File: src/rtl/drawbridge_pkg.sv
// Drawbridge controller shared types: state encoding, output decode.
// Outputs packed {mt_up, mt_down, al, tfl}; FAULT used with DRAWBRIDGE_FAULT_EN.
package drawbridge_pkg;

  typedef enum logic [2:0] {
    S_IDLE  = 3'd0,
    S_WARN  = 3'd1,
    S_RAISE = 3'd2,
    S_OPEN  = 3'd3,
    S_LOWER = 3'd4,
    S_FAULT = 3'd5
  } state_t;

  localparam logic [3:0] OUT_IDLE  = 4'b0000;
  localparam logic [3:0] OUT_WARN  = 4'b0011;
  localparam logic [3:0] OUT_RAISE = 4'b1011;
  localparam logic [3:0] OUT_OPEN  = 4'b0001;
  localparam logic [3:0] OUT_LOWER = 4'b0111;
  localparam logic [3:0] OUT_FAULT = 4'b0011;

  function automatic int max3(int a, int b, int c);
    int m;
    m = (a > b) ? a : b;
    return (m > c) ? m : c;
  endfunction

  function automatic logic [3:0] out_decode(state_t s);
    logic [3:0] o;
    unique case (s)
      S_IDLE:  o = OUT_IDLE;
      S_WARN:  o = OUT_WARN;
      S_RAISE: o = OUT_RAISE;
      S_OPEN:  o = OUT_OPEN;
      S_LOWER: o = OUT_LOWER;
      S_FAULT: o = OUT_FAULT;
      default: o = OUT_FAULT;
    endcase
    return o;
  endfunction

endpackage

File: src/rtl/drawbridge_timer.sv
// Down-counter: load, decrement, saturate at zero, zero flag.
// Ports: clk, rst (async high), load, dec, value -> count, zero.
module drawbridge_timer
  import drawbridge_pkg::*;
#(
  parameter int W = 8
) (
  input  logic         clk,
  input  logic         rst,
  input  logic         load,
  input  logic         dec,
  input  logic [W-1:0] value,
  output logic [W-1:0] count,
  output logic         zero
);

  assign zero = (count == '0);

  always_ff @(posedge clk or posedge rst) begin
    if (rst)
      count <= '0;
    else if (load)
      count <= value;
    else if (dec && !zero)
      count <= count - W'(1);
  end

endmodule

File: src/rtl/drawbridge_ctrl.sv
// Drawbridge sequencer: warn, raise, hold open, lower; Moore outputs.
// Ports: Clock, Reset (async high), BoatReq, DeckOccupied, UpLimit,
// DownLimit -> MT_UP, MT_DOWN, AL, TFL, State.
// Optional macro DRAWBRIDGE_FAULT_EN adds motor timeout and FAULT.
module drawbridge_ctrl
  import drawbridge_pkg::*;
#(
  parameter int N_DECK        = 6,
  parameter int CLEAR_CYCLES  = 16,
  parameter int HOLD_CYCLES   = 32,
  parameter int MOTOR_TIMEOUT = 256
) (
  input  logic              Clock,
  input  logic              Reset,
  input  logic              BoatReq,
  input  logic [N_DECK-1:0] DeckOccupied,
  input  logic              UpLimit,
  input  logic              DownLimit,
  output logic              MT_UP,
  output logic              MT_DOWN,
  output logic              AL,
  output logic              TFL,
  output logic [2:0]        State
);

  localparam int MAXP =
    max3(CLEAR_CYCLES, HOLD_CYCLES, MOTOR_TIMEOUT);
  localparam int TW = $clog2(MAXP) + 1;

  localparam logic [TW-1:0] CLR_V = TW'(CLEAR_CYCLES);
  localparam logic [TW-1:0] HLD_V = TW'(HOLD_CYCLES);

  state_t st, nxt;

  logic          t_load, t_dec, t_zero, t_exp;
  logic [TW-1:0] t_val, t_cnt;

  // Expiry is judged on the value the decrement lands on, so a
  // load of N gives exactly N cycles in the waiting state.
  assign t_exp = t_zero | (t_cnt == TW'(1));

  drawbridge_timer #(.W(TW)) u_tmr (
    .clk   (Clock),
    .rst   (Reset),
    .load  (t_load),
    .dec   (t_dec),
    .value (t_val),
    .count (t_cnt),
    .zero  (t_zero)
  );

`ifdef DRAWBRIDGE_FAULT_EN
  logic          m_load, m_dec, m_zero, m_exp;
  logic [TW-1:0] m_cnt;

  // Reloaded on every entry to a motion state, including reopen.
  assign m_load = (nxt != st) &&
                  (nxt == S_RAISE || nxt == S_LOWER);
  assign m_dec  = (st == S_RAISE || st == S_LOWER);
  assign m_exp  = m_zero | (m_cnt == TW'(1));

  drawbridge_timer #(.W(TW)) u_mot (
    .clk   (Clock),
    .rst   (Reset),
    .load  (m_load),
    .dec   (m_dec),
    .value (TW'(MOTOR_TIMEOUT)),
    .count (m_cnt),
    .zero  (m_zero)
  );
`endif

  always_comb begin
    nxt    = st;
    t_load = 1'b0;
    t_dec  = 1'b0;
    t_val  = '0;
    unique case (st)
      S_IDLE: begin
        if (!DownLimit)
          nxt = S_LOWER;
        else if (BoatReq) begin
          nxt    = S_WARN;
          t_load = 1'b1;
          t_val  = CLR_V;
        end
      end
      S_WARN: begin
        t_dec = 1'b1;
        if (t_exp && !(|DeckOccupied))
          nxt = S_RAISE;
      end
      S_RAISE: begin
        if (UpLimit) begin
          nxt    = S_OPEN;
          t_load = 1'b1;
          t_val  = HLD_V;
        end
`ifdef DRAWBRIDGE_FAULT_EN
        else if (m_exp)
          nxt = S_FAULT;
`endif
      end
      S_OPEN: begin
        if (BoatReq) begin
          t_load = 1'b1;
          t_val  = HLD_V;
        end else begin
          t_dec = 1'b1;
          if (t_exp)
            nxt = S_LOWER;
        end
      end
      S_LOWER: begin
        if (DownLimit)
          nxt = S_IDLE;
`ifdef DRAWBRIDGE_FAULT_EN
        else if (m_exp)
          nxt = S_FAULT;
`endif
        else if (BoatReq)
          nxt = S_RAISE;
      end
`ifdef DRAWBRIDGE_FAULT_EN
      S_FAULT: nxt = S_FAULT;
      default: nxt = S_FAULT;
`else
      default: nxt = S_LOWER;
`endif
    endcase
`ifdef DRAWBRIDGE_FAULT_EN
    // Both limits closed means a broken switch: stop everything.
    if (UpLimit && DownLimit)
      nxt = S_FAULT;
`endif
  end

  always_ff @(posedge Clock or posedge Reset) begin
    if (Reset) begin
      st                       <= S_IDLE;
      {MT_UP, MT_DOWN, AL, TFL} <= OUT_IDLE;
    end else begin
      st                       <= nxt;
      {MT_UP, MT_DOWN, AL, TFL} <= out_decode(nxt);
    end
  end

  assign State = st;

endmodule

File: config.mk
export PLATFORM = sky130hd
export DESIGN_NAME = drawbridge_ctrl
export DESIGN_NICKNAME = d
export VERILOG_FILES = /design/src/rtl/drawbridge_pkg.sv /design/src/rtl/drawbridge_timer.sv /design/src/rtl/drawbridge_ctrl.sv
export SDC_FILE = /design/constraint.sdc
export NUM_CORES = 1
export LEC_CHECK = 0
export ABC_AREA = 0
export BUFFER_PORTS_ARGS = -buffer_cell sky130_fd_sc_hd__buf_4
export CAP_MARGIN = 20
export CORE_ASPECT_RATIO = 1.25
export CORE_MARGIN = 10
export CORE_UTILIZATION = 40
export DETAILED_ROUTE_END_ITERATION = 6
export PLACE_DENSITY_LB_ADDON = 0.08
export SLEW_MARGIN = 20
export SYNTH_ARGS = -nofsm -noshare
export SYNTH_HDL_FRONTEND = slang
export SYNTH_HIERARCHICAL = 1
export SYNTH_SLANG_ARGS = --single-unit
export TNS_END_PERCENT = 50
File: constraint.sdc
create_clock -name Clock -period 2.56 [get_ports Clock]
set_input_delay 0.128 -clock Clock [delete_from_list [all_inputs] [get_ports Clock]]
set_output_delay 0.128 -clock Clock [all_outputs]
set_load 0.02 [all_outputs]
==> summary.md <==
| Metric | Value |
|---|---|
| Status | `completed` |
| Post-layout util | `51.43%` |
| Initial core utilization | `between 40% and 50%` |
| CTS root buffer | `clkbuf_4` |
| GP Congestion | `0.8294` |
| CTS Sinks | `16` |
| Vias in the first global route | `just under 1000` |
| First-pass GRT wire length | `4.526 mm` |
| Top cell type by total area after synthesis | `dfrtp_1` |
| Total number of vias | `975` |
| Port-buffer cells | `17` |
| Gate Count Post-Synth | `roughly 120` |
| Global routing's busiest layer | `met2` |
| Final setup margin | `around 0.31 ns` |
| Setup TNS Final | `0 ns` |
| Nets@finish | `between 150 and 200` |
| Seq cells post-synth | `16` |
| CTS tree | `done` |
| CTS HTree Levels | `1` |
| Pleak | `~0.59 nW` |
| Slowest stage cell, crit path | `or4b_1` |
| Register area | `400.4 um2` |
| Arrival @ worst endpoint | `around 2.4 ns` |
| CTS buffer count | `3` |
| Synthesized area | `around 1100 um2` |
| Inserted Diodes | `0` |
| Initial antenna violation count | `0` |
| Aggregate global routing overflow | `0` |
| Area grow syn2layout | `24.71%` |
| M3 GR Usage | `3.835%` |
| Antenna viol nets, final | `0` |
| Syn_area_per_cell | `just over 9 um2` |
| CP Launch Type | `register` |
| Die Y | `78.19 um` |
| Fmax | `about 440 MHz` |
| RSZ-0062 raised after global routing | `no` |
| Residual DRC | `0` |
| Worst Hold Class | `primary input to register` |
| Minimum hold slack | `about 0.12 ns` |
| CP Max Fanout | `4` |
| Drt first pass iters | `4` |
| I/O Pins | `18` |
| Setup Buffers After CTS | `0` |
| DR vias/cell | `between 5 and 6` |
| Die Wd | `around 67 um` |
| Die area | `~5200 um2` |
| Number of fill cells | `253` |
| Final Cycle Share | `about nine tenths` |
| Drt wl/cell | `14.48 um` |
| Worst IR Drop VDD | `between 0.6 and 0.7 mV` |
| CTS clk-pin slew, worst paths | `roughly 0.09 ns` |
| Total Wirelength | `around 2.7 mm` |
| Pwr dens | `~1200 nW/um2` |
| Synth top area share | `between 30% and 40%` |
| Max Cap Violations | `0` |
| Dpl ws | `between 0.3 and 0.4 ns` |
| Final Max Tran Viols | `0` |
| Worst path max stage delay | `0.47 ns` |
| Seq/Total Area, Yosys | `approximately 37%` |
| Critical path required time | `2.73 ns` |
| Clock latency on the worst-skew pair | `0.28 ns` |
| Number of flops mapped to enable cells by yosys | `0` |
| Max Buffers Root-to-Sink | `2` |
| Post-synthesis async set-or-reset flop share | `between 90% and 100%` |
| Hold_buf cts | `1` |
| Met1 Usage GRT | `between 10% and 20%` |
| Met2 GRT Util | `about 19%` |
| Final setup viols | `0` |
| Cts repair resizes | `0` |
| Cell Rows | `21` |
| Layout cell share with drive strength beyond 1 | `approximately 30%` |
| Crit-path cells | `inv_1, ha_1, or4b_1, nor2_1, a31oi_2, a221o_2, nor2_2, mux2i_1` |
| Fin. Hold Viols | `0` |
| Core footprint | `about 2600 um2` |
| Clk_skew | `roughly 0.00043 ns` |
| Pin count of the biggest net entering global routing | `22` |
| CP endpoint kind | `register` |
| DRT iter0 DRCs | `62` |
| Dominant synthesized flop cell | `dfrtp_1` |
| Unique cell type count in the Yosys netlist | `50` |
| Area of the multi-input gates | `roughly 630 um2` |
| Crit path time final | `~2.3 ns` |
| Synth area leaders | `dfrtp_1 (37%), inv_1 (3.8%), nor2_1 (3.8%)` |
| Worst setup path class | `register to register` |
| DP Wirelength | `around 2.1 mm` |
| Total track usage | `between 10% and 20%` |
| Ys Warns | `6` |
==> report_power, final <==
part | leakage [nW] | switching [mW] | total, mW | internal, mW
combinational | 0.379 | 0.515 | 0.930 | 0.416
sequential | 0.189 | 0.107 | 0.485 | 0.377
clock | 0.0210 | 0.0797 | 0.166 | 0.0866
==> Yosys cell counts, types with 2 or more instances <==
cell	instances
a21oi_1	5
a22oi_1	2
a31oi_1	3
buf_6	2
clkbuf_1	2
dfrtp_1	16
inv_1	11
mux2i_1	2
nand2_1	5
nand2b_1	2
nand3_1	3
nor2_1	11
nor2b_1	2
nor3_1	3
nor3b_1	3
nor4_1	2
o2111ai_1	2
o211ai_1	4
o21ai_0	4
or4_1	4
==> layout by cell type, fill, tap and decap left out, drive strengths merged, types with 2 or more instances in the layout <==
cell,instances
nor4,3
a22oi,2
nor2,12
conb,7
dfrtp,16
nand2,5
mux2i,2
o22ai,2
inv,11
a31oi,4
or4,4
nand2b,3
nor3,3
nand3,3
a21oi,5
o2111ai,2
o211ai,4
clkbuf,4
buf,26
or3,2
or4b,2
nor2b,2
nor3b,4
o21ai,4
==> final timing paths <==
path | startpoint | to | slack [ns] | cells past startpoint
min in group asynchronous | Reset | State[1] | 0.32 | 3
worst max-delay path | u_tmr/count[0] | AL | 0.31 | 8
max in group asynchronous | Reset | u_tmr/count[1] | 1.94 | 3
worst min register to register | u_tmr/count[8] | u_tmr/count[8] | 0.63 | 2
worst min-delay path | BoatReq | MT_DOWN | 0.12 | 2
worst max register to register | u_tmr/count[0] | AL | 0.31 | 8
==> worst max-delay path, delay by kind of cell (launching register included) <==
family,cells,cell delay (ns)
and+or+nand+nor,3,0.79
AOI/OAI and AO/OA,2,0.53
muxes,1,0.08
adders and majority gates,1,0.20
buffers and inverters,1,0.10
DFF,1,0.42
==> stage by stage <==
stage / power [mW] / cell area (um2) / cells
finish: 1.581 / 1351 / 183
global route: 1.718 / 1351 / 183
CTS: 1.594 / 1351 / 183
detailed placement: 1.424 / 1305 / 178
global placement: 1.414 / 1305 / 178
floorplan: 1.122 / 1106 / 124
==> cell families (layout without fill, tap and decap cells) <==
family	after synthesis	count (layout)	share of synthesized area [%]
and+or+nand+nor	48	48	28.98
AOI/OAI and AO/OA	33	33	23.33
buffers and inverters	17	42	7.390
DFF	16	16	36.95
muxes	2	2	1.848
adders and majority gates	1	1	1.155
other	1	7	0.3461
==> sequential cells by signal (all words and copies together), names as in the netlist <==
| signal | cells |
|---|---|
| MT_UP | 1 |
| TFL | 1 |
| State | 3 |
| AL | 1 |
| u_tmr/count | 9 |
| MT_DOWN | 1 |
==> routing by layer <==
layer / share of wire (%) / vias to the layer above / wire [um]
li1: - / 499 / -
met1: 41 / 447 / 1075
met2: 52 / 23 / 1388
met3: 5.4 / 6 / 142
met4: 1.7 / 0 / 44
met5: 0 / - / 0
==> area by class of cell <==
cell class              instances  share of cell area (%)
multi-input cells              91                   46.30
flip-flops and latches         16                   29.63
repair buffers                 27                   15.19
well taps                      34                   3.148
inverters                      11                   3.056
clock buffers                   4                   2.685
No activity file was read; power rests on OpenSTA's default activity.
